File: config.mk
export PLATFORM = sky130hd
export DESIGN_NAME = from_diagonal_stream_flat
export DESIGN_NICKNAME = d
export VERILOG_FILES = /design/src/rtl/from_diagonal_stream_if.sv /design/src/rtl/from_diagonal_stream.sv /design/src/flat_wrapper.sv
export SDC_FILE = /design/constraint.sdc
export NUM_CORES = 1
export LEC_CHECK = 0
export ABC_CLOCK_PERIOD_IN_PS = 3400
export CELL_PAD_IN_SITES_DETAIL_PLACEMENT = 1
export CELL_PAD_IN_SITES_GLOBAL_PLACEMENT = 2
export CORE_UTILIZATION = 10
export CTS_BUF_LIST = sky130_fd_sc_hd__clkbuf_4
export DETAILED_ROUTE_END_ITERATION = 10
export PLACE_DENSITY_LB_ADDON = 0.1
export SLEW_MARGIN = 20
export SYNTH_ARGS = -nofsm -noshare
export SYNTH_HDL_FRONTEND = slang
export SYNTH_SLANG_ARGS = --single-unit
File: constraint.sdc
create_clock -name clk -period 3.4 [get_ports clk]
set_clock_uncertainty 0.15 [all_clocks]
set_input_delay 0.68 -clock clk [delete_from_list [all_inputs] [get_ports clk]]
set_output_delay 0.68 -clock clk [all_outputs]
set_load 0.005 [all_outputs]
File: src/rtl/from_diagonal_stream_if.sv
// Handshake bundle for from_diagonal_stream.
// A matrix is offered on the "in" side. Diagonal elements come back one per
// beat on the "out" side. The "slave" modport is the block's view and the
// "master" modport is the view of the producer/consumer.
interface from_diagonal_stream_if #(
    parameter int BIT_WIDTH = 4,
    parameter int ROWS      = 8,
    parameter int COLS      = 8
);
    localparam int N  = (ROWS < COLS) ? ROWS : COLS;
    localparam int IW = (N > 1) ? $clog2(N) : 1;

    logic                 in_valid;
    logic                 in_ready;
    logic [BIT_WIDTH-1:0] in [ROWS][COLS];
    logic                 out_valid;
    logic                 out_ready;
    logic [BIT_WIDTH-1:0] out;
    logic [IW-1:0]        out_index;
    logic                 out_last;
    logic                 is_diagonal;

    modport master (
        output in_valid, in, out_ready,
        input  in_ready, out_valid, out, out_index, out_last, is_diagonal
    );

    modport slave (
        input  in_valid, in, out_ready,
        output in_ready, out_valid, out, out_index, out_last, is_diagonal
    );
endinterface

File: src/rtl/from_diagonal_stream.sv
// from_diagonal_stream: accepts a ROWS x COLS matrix in a single handshake.
// It then streams the N = min(ROWS, COLS) diagonal elements one beat at a
// time, with a valid/ready handshake on the output side.
// Optional feature: when FROM_DIAGONAL_STREAM_CHECK_EN is defined, is_diagonal
// reports whether every off-diagonal element of the captured matrix was zero.
// Without that macro, is_diagonal is tied to 0 and no comparison logic is built.
module from_diagonal_stream #(
    parameter int BIT_WIDTH = 4,
    parameter int ROWS      = 8,
    parameter int COLS      = 8
) (
    input  logic                    clk,
    input  logic                    rst,
    from_diagonal_stream_if.slave   bus
);
    localparam int N  = (ROWS < COLS) ? ROWS : COLS;
    localparam int IW = (N > 1) ? $clog2(N) : 1;

    typedef enum logic {
        IDLE   = 1'b0,
        STREAM = 1'b1
    } state_t;

    state_t               state_reg;
    logic [IW-1:0]        k_reg;
    logic [IW-1:0]        k_next;
    logic [BIT_WIDTH-1:0] out_reg;
    logic                 out_last_reg;
    logic [BIT_WIDTH-1:0] diag_reg [N];
    logic [BIT_WIDTH-1:0] diag_in  [N];
    logic                 accept;
    logic                 advance;
    logic                 at_last;

    genvar gi;

    // Only the leading square's diagonal is captured; extra rows/cols are dropped.
    generate
        for (gi = 0; gi < N; gi++) begin : g_diag
            assign diag_in[gi] = bus.in[gi][gi];
        end
    endgenerate

    assign accept  = bus.in_valid && (state_reg == IDLE);
    assign advance = bus.out_ready && (state_reg == STREAM);
    assign at_last = (k_reg == IW'(N - 1));
    assign k_next  = k_reg + 1'b1;

    // Diagonal storage: plain data, loaded only on an accepted matrix.
    always_ff @(posedge clk) begin
        if (!rst && accept) begin
            diag_reg <= diag_in;
        end
    end

    // Control FSM plus registered beat outputs (element, index, last flag).
    always_ff @(posedge clk) begin
        if (rst) begin
            state_reg    <= IDLE;
            k_reg        <= '0;
            out_reg      <= '0;
            out_last_reg <= 1'b0;
        end else begin
            case (state_reg)
                IDLE: begin
                    if (accept) begin
                        state_reg    <= STREAM;
                        k_reg        <= '0;
                        out_reg      <= diag_in[0];
                        out_last_reg <= (N == 1);
                    end
                end
                STREAM: begin
                    if (advance) begin
                        if (at_last) begin
                            state_reg    <= IDLE;
                            k_reg        <= '0;
                            out_last_reg <= 1'b0;
                        end else begin
                            k_reg        <= k_next;
                            out_reg      <= diag_reg[k_next];
                            out_last_reg <= (k_next == IW'(N - 1));
                        end
                    end
                end
                default: begin
                    state_reg <= IDLE;
                end
            endcase
        end
    end

    assign bus.in_ready  = (state_reg == IDLE);
    assign bus.out_valid = (state_reg == STREAM);
    assign bus.out       = out_reg;
    assign bus.out_index = k_reg;
    assign bus.out_last  = out_last_reg;

`ifdef FROM_DIAGONAL_STREAM_CHECK_EN
    genvar gj;
    logic [ROWS*COLS-1:0] offdiag_nz;
    logic                 is_diag_next;
    logic                 is_diag_reg;

    // One flag per element: set when an off-diagonal element is non-zero.
    generate
        for (gi = 0; gi < ROWS; gi++) begin : g_row
            for (gj = 0; gj < COLS; gj++) begin : g_col
                if (gi != gj) begin : g_off
                    assign offdiag_nz[gi*COLS + gj] = |bus.in[gi][gj];
                end else begin : g_on
                    assign offdiag_nz[gi*COLS + gj] = 1'b0;
                end
            end
        end
    endgenerate

    assign is_diag_next = ~|offdiag_nz;

    // Verdict is taken at acceptance and held until the next matrix or reset.
    always_ff @(posedge clk) begin
        if (rst) begin
            is_diag_reg <= 1'b0;
        end else if (accept) begin
            is_diag_reg <= is_diag_next;
        end
    end

    assign bus.is_diagonal = is_diag_reg;
`else
    assign bus.is_diagonal = 1'b0;
`endif

endmodule
File: src/flat_wrapper.sv
// flat-port wrapper written by rule: the top's interface ports become plain ports
module from_diagonal_stream_flat 
#(
    parameter int BIT_WIDTH = 4,
    parameter int ROWS      = 8,
    parameter int COLS      = 8
)
  (clk, rst, bus_in_valid, bus_in, bus_out_ready, bus_in_ready, bus_out_valid, bus_out, bus_out_index, bus_out_last, bus_is_diagonal);
  from_diagonal_stream_if #(.BIT_WIDTH(BIT_WIDTH), .ROWS(ROWS), .COLS(COLS)) bus_i ();
  input  logic clk;
  input  logic rst;
  input wire logic [$bits(bus_i.in_valid)-1:0] bus_in_valid;
  input wire logic [$bits(bus_i.in)-1:0] bus_in;
  input wire logic [$bits(bus_i.out_ready)-1:0] bus_out_ready;
  output wire logic [$bits(bus_i.in_ready)-1:0] bus_in_ready;
  output wire logic [$bits(bus_i.out_valid)-1:0] bus_out_valid;
  output wire logic [$bits(bus_i.out)-1:0] bus_out;
  output wire logic [$bits(bus_i.out_index)-1:0] bus_out_index;
  output wire logic [$bits(bus_i.out_last)-1:0] bus_out_last;
  output wire logic [$bits(bus_i.is_diagonal)-1:0] bus_is_diagonal;
  assign bus_i.in_valid = bus_in_valid;
  assign bus_i.in = {>>{bus_in}};
  assign bus_i.out_ready = bus_out_ready;
  assign bus_in_ready = bus_i.in_ready;
  assign bus_out_valid = bus_i.out_valid;
  assign bus_out = bus_i.out;
  assign bus_out_index = bus_i.out_index;
  assign bus_out_last = bus_i.out_last;
  assign bus_is_diagonal = bus_i.is_diagonal;
  from_diagonal_stream #(.BIT_WIDTH(BIT_WIDTH), .ROWS(ROWS), .COLS(COLS)) u_core (.clk(clk), .rst(rst), .bus(bus_i));
endmodule
==> key figures <==
Setup path
  – Crit Path Category: flop to primary output
  – CP Capture Type: primary output
  – CP Data Arrival Time: 1.63 ns
  – Worst Path Required: 2.57 ns
  – Startpoint types: flop
  – CP max FO: 13

Detailed routing
  – Drc violations: 0
  – Via count: 1,028
  – Final ANT Viol Nets: 0
  – Drt via density: 2.85
  – Drt first pass iters: 4
  – WL per Instance: 13.4 um
  – Total Routed Length: 4.84 mm
  – Initial drt markers: 26

Clocking
  – Max H-tree Level: 2
  – Post-CTS setup buffer count: 0
  – Cts repair resizes: 0
  – Hold Buf Count CTS: 0
  – Clock transition at path regs: 0.13 ns
  – CTS tree: yes
  – Num CTS Buffers: 5
  – Num Clock Sinks: 41
  – Worst-case clock buffer depth: 2
  – Clock latency on the worst-skew pair: 0.34 ns
  – CTS Root Cell: clkbuf_4

Final layout
  – Share of post-route cells with drive strength above 1: 14.5%
  – Max reg flops: 32
  – Fin cells: 361
  – Core Util, Final: 15.3%
  – Nets@finish: 407
  – Area growth, synth to finish: 47.9%
  – # diodes: 0

Global routing
  – Number of global-route vias before repair: 1,151
  – GRT Util Overall: 5.95%
  – GR Overflow Total: 0
  – Largest net degree at the start of global routing: 25
  – First-pass GRT wire length: 7.16 mm
  – Initial antenna violation count: 0

Timing
  – Final setup fails: 0
  – Final hold viol count: 0
  – Final min period: 2.46 ns
  – Max-slew violations: 0
  – Setup TNS: 0 ns
  – Max Fclk: 406 MHz
  – RSZ-0062 raised after global routing: false
  – Max-Slew Margin vs Limit: 61.0%
  – Final period utilization: 72.5%
  – Worst-Margin Slew: 0.585 ns

Logic synthesis
  – Post-synthesis mux area share: 13.9%
  – Synth Net Count: 358
  – Simple-gate share of the synthesized area: 5.83%
  – Synth area leader: edfxtp_1
  – Post-synthesis adder-cell area fraction: 2.27%
  – Cell Area, Synth: 1650 um^2
  – Synth Instances: 95
  – Main combinational cell family by area after synthesis: multiplexers
  – Sequential share of the synthesized area: 69.0%
  – YS warnings: 0
  – Synth unique cells: 25
  – Avg Cell Area, Syn: 17.4 um^2
  – Area share of xor/xnor cells in the synthesized design: 0%
  – Post-synthesis register bit count: 41
  – Compound-Gate Fraction of Synth Area: 5.75%
  – Share of the synthesized area in the top cell type: 58.1%
  – Largest cells by area after synthesis: edfxtp_1 58%, dfxtp_1 11%, mux4_2 11%

Status
  – Status: finished, final reports clean

Placement
  – DP Wirelength: 3.62 mm
  – Cells after DPL: 353
  – IO buf count: 45
  – Routability cong.: 0.634

Pwr
  – Leakage: 0.778 nW
  – Worst vdd ir: 0.105 mV
  – Pwr dens: 419 nW/um^2
  – Final Total Pwr: 1.02 mW

Die
  – Row count: 46
  – Die H: 131 um
  – Initial Utilization: 10.3%
  – Die area: 17,000 um^2
  – Die width: 131 um
  – Core Region: 16,000 um^2
  – I/O pin count: 271

Min path
  – Hold Crit Class: flop to flop

Run
  – Max Cap Viol: 0
-- path summary, 6_finish.rpt --
kind | start | endpoint | slack (ns) | cells past startpoint
setup / recovery | u_core.bus.out_valid | bus_in_ready | 0.94 | 2
hold / removal | u_core.bus.out_last | u_core.bus.out_last | 0.40 | 2
setup reg to reg | u_core.bus.out_index[1] | u_core.bus.out[3] | 1.22 | 5
hold reg to reg | u_core.bus.out_last | u_core.bus.out_last | 0.40 | 2
-- critical path, cell delays in order (launching register included) --
cell	delay [ns]
dfxtp_1	0.64
inv_1	0.17
clkdlybuf4s50_1	0.48
-- metal layers --
layer	up-vias	global-route usage, %	wire (um)
li1	479	-	-
met1	523	7.76	2310
met2	24	9.59	2340
met3	2	1.67	152
met4	0	1.69	38
met5	-	0	0
-- synth_stat cells --
cell       number
or3_4           1
clkbuf_1        1
clkbuf_2        1
ha_1            3
a21oi_1         1
conb_1          1
edfxtp_1       32
nand2_1         1
nor4bb_1        4
mux2i_1         5
a311oi_1        1
a32oi_1         1
buf_2           2
buf_4           1
inv_1           3
a2bb2oi_1       2
dfxtp_1         9
nor2_1          6
buf_6           1
a41oi_1         4
o21ai_1         4
nand2b_1        1
nand3b_1        1
nor3_1          1
mux4_2          8
-- metrics by stage --
step | hold WS [ns] | setup WS, ns | cell area (um^2)
6_report | 0.397 | 0.936 | 2440
5_1_grt | 0.444 | 0.807 | 2440
4_1_cts | 0.413 | 0.902 | 2440
3_5_place_dp | 0.379 | 0.793 | 2360
3_3_place_gp | 0.373 | 0.838 | 2360
2_1_floorplan | 0.330 | 0.575 | 1650
-- cell type report --
type | instances | area (um^2)
repair buffers | 48 | 473
well taps | 216 | 270
inverters | 3 | 11.3
fillers | 1853 | 13600
multi-input cells | 45 | 465
flip-flops and latches | 41 | 1140
clock inverters | 2 | 38.8
clock buffers | 6 | 45.0
-- report_power, final --
group / internal (mW) / switching [mW]
registers: 0.562 / 0.00948
clock network: 0.165 / 0.172
logic: 0.0701 / 0.0456
-- layout by cell type (no fill, tap or decap), types with 2 or more instances in the layout --
cell / Yosys / layout
inv_1: 3 / 3
a41oi_1: 4 / 4
o21ai_1: 4 / 4
clkbuf_4: 0 / 6
buf_4: 1 / 3
ha_1: 3 / 3
a2bb2oi_1: 2 / 2
dfxtp_1: 9 / 9
nor4bb_1: 4 / 4
clkdlybuf4s50_1: 0 / 45
edfxtp_1: 32 / 32
mux4_2: 8 / 8
mux2i_1: 5 / 5
nor2_1: 6 / 5
-- cells by family (layout without fill, tap and decap cells) --
family                   after synthesis  after routing
AND/OR/NAND/NOR                       15             15
multiplexers                          13             13
AO/OA/AOI/OAI                         13             13
buffers and inverters                  9             59
adder cells (fa/ha/maj)                3              3
other                                  1              1
flip-flops                            41             41
No activity file was read; power rests on OpenSTA's default activity.
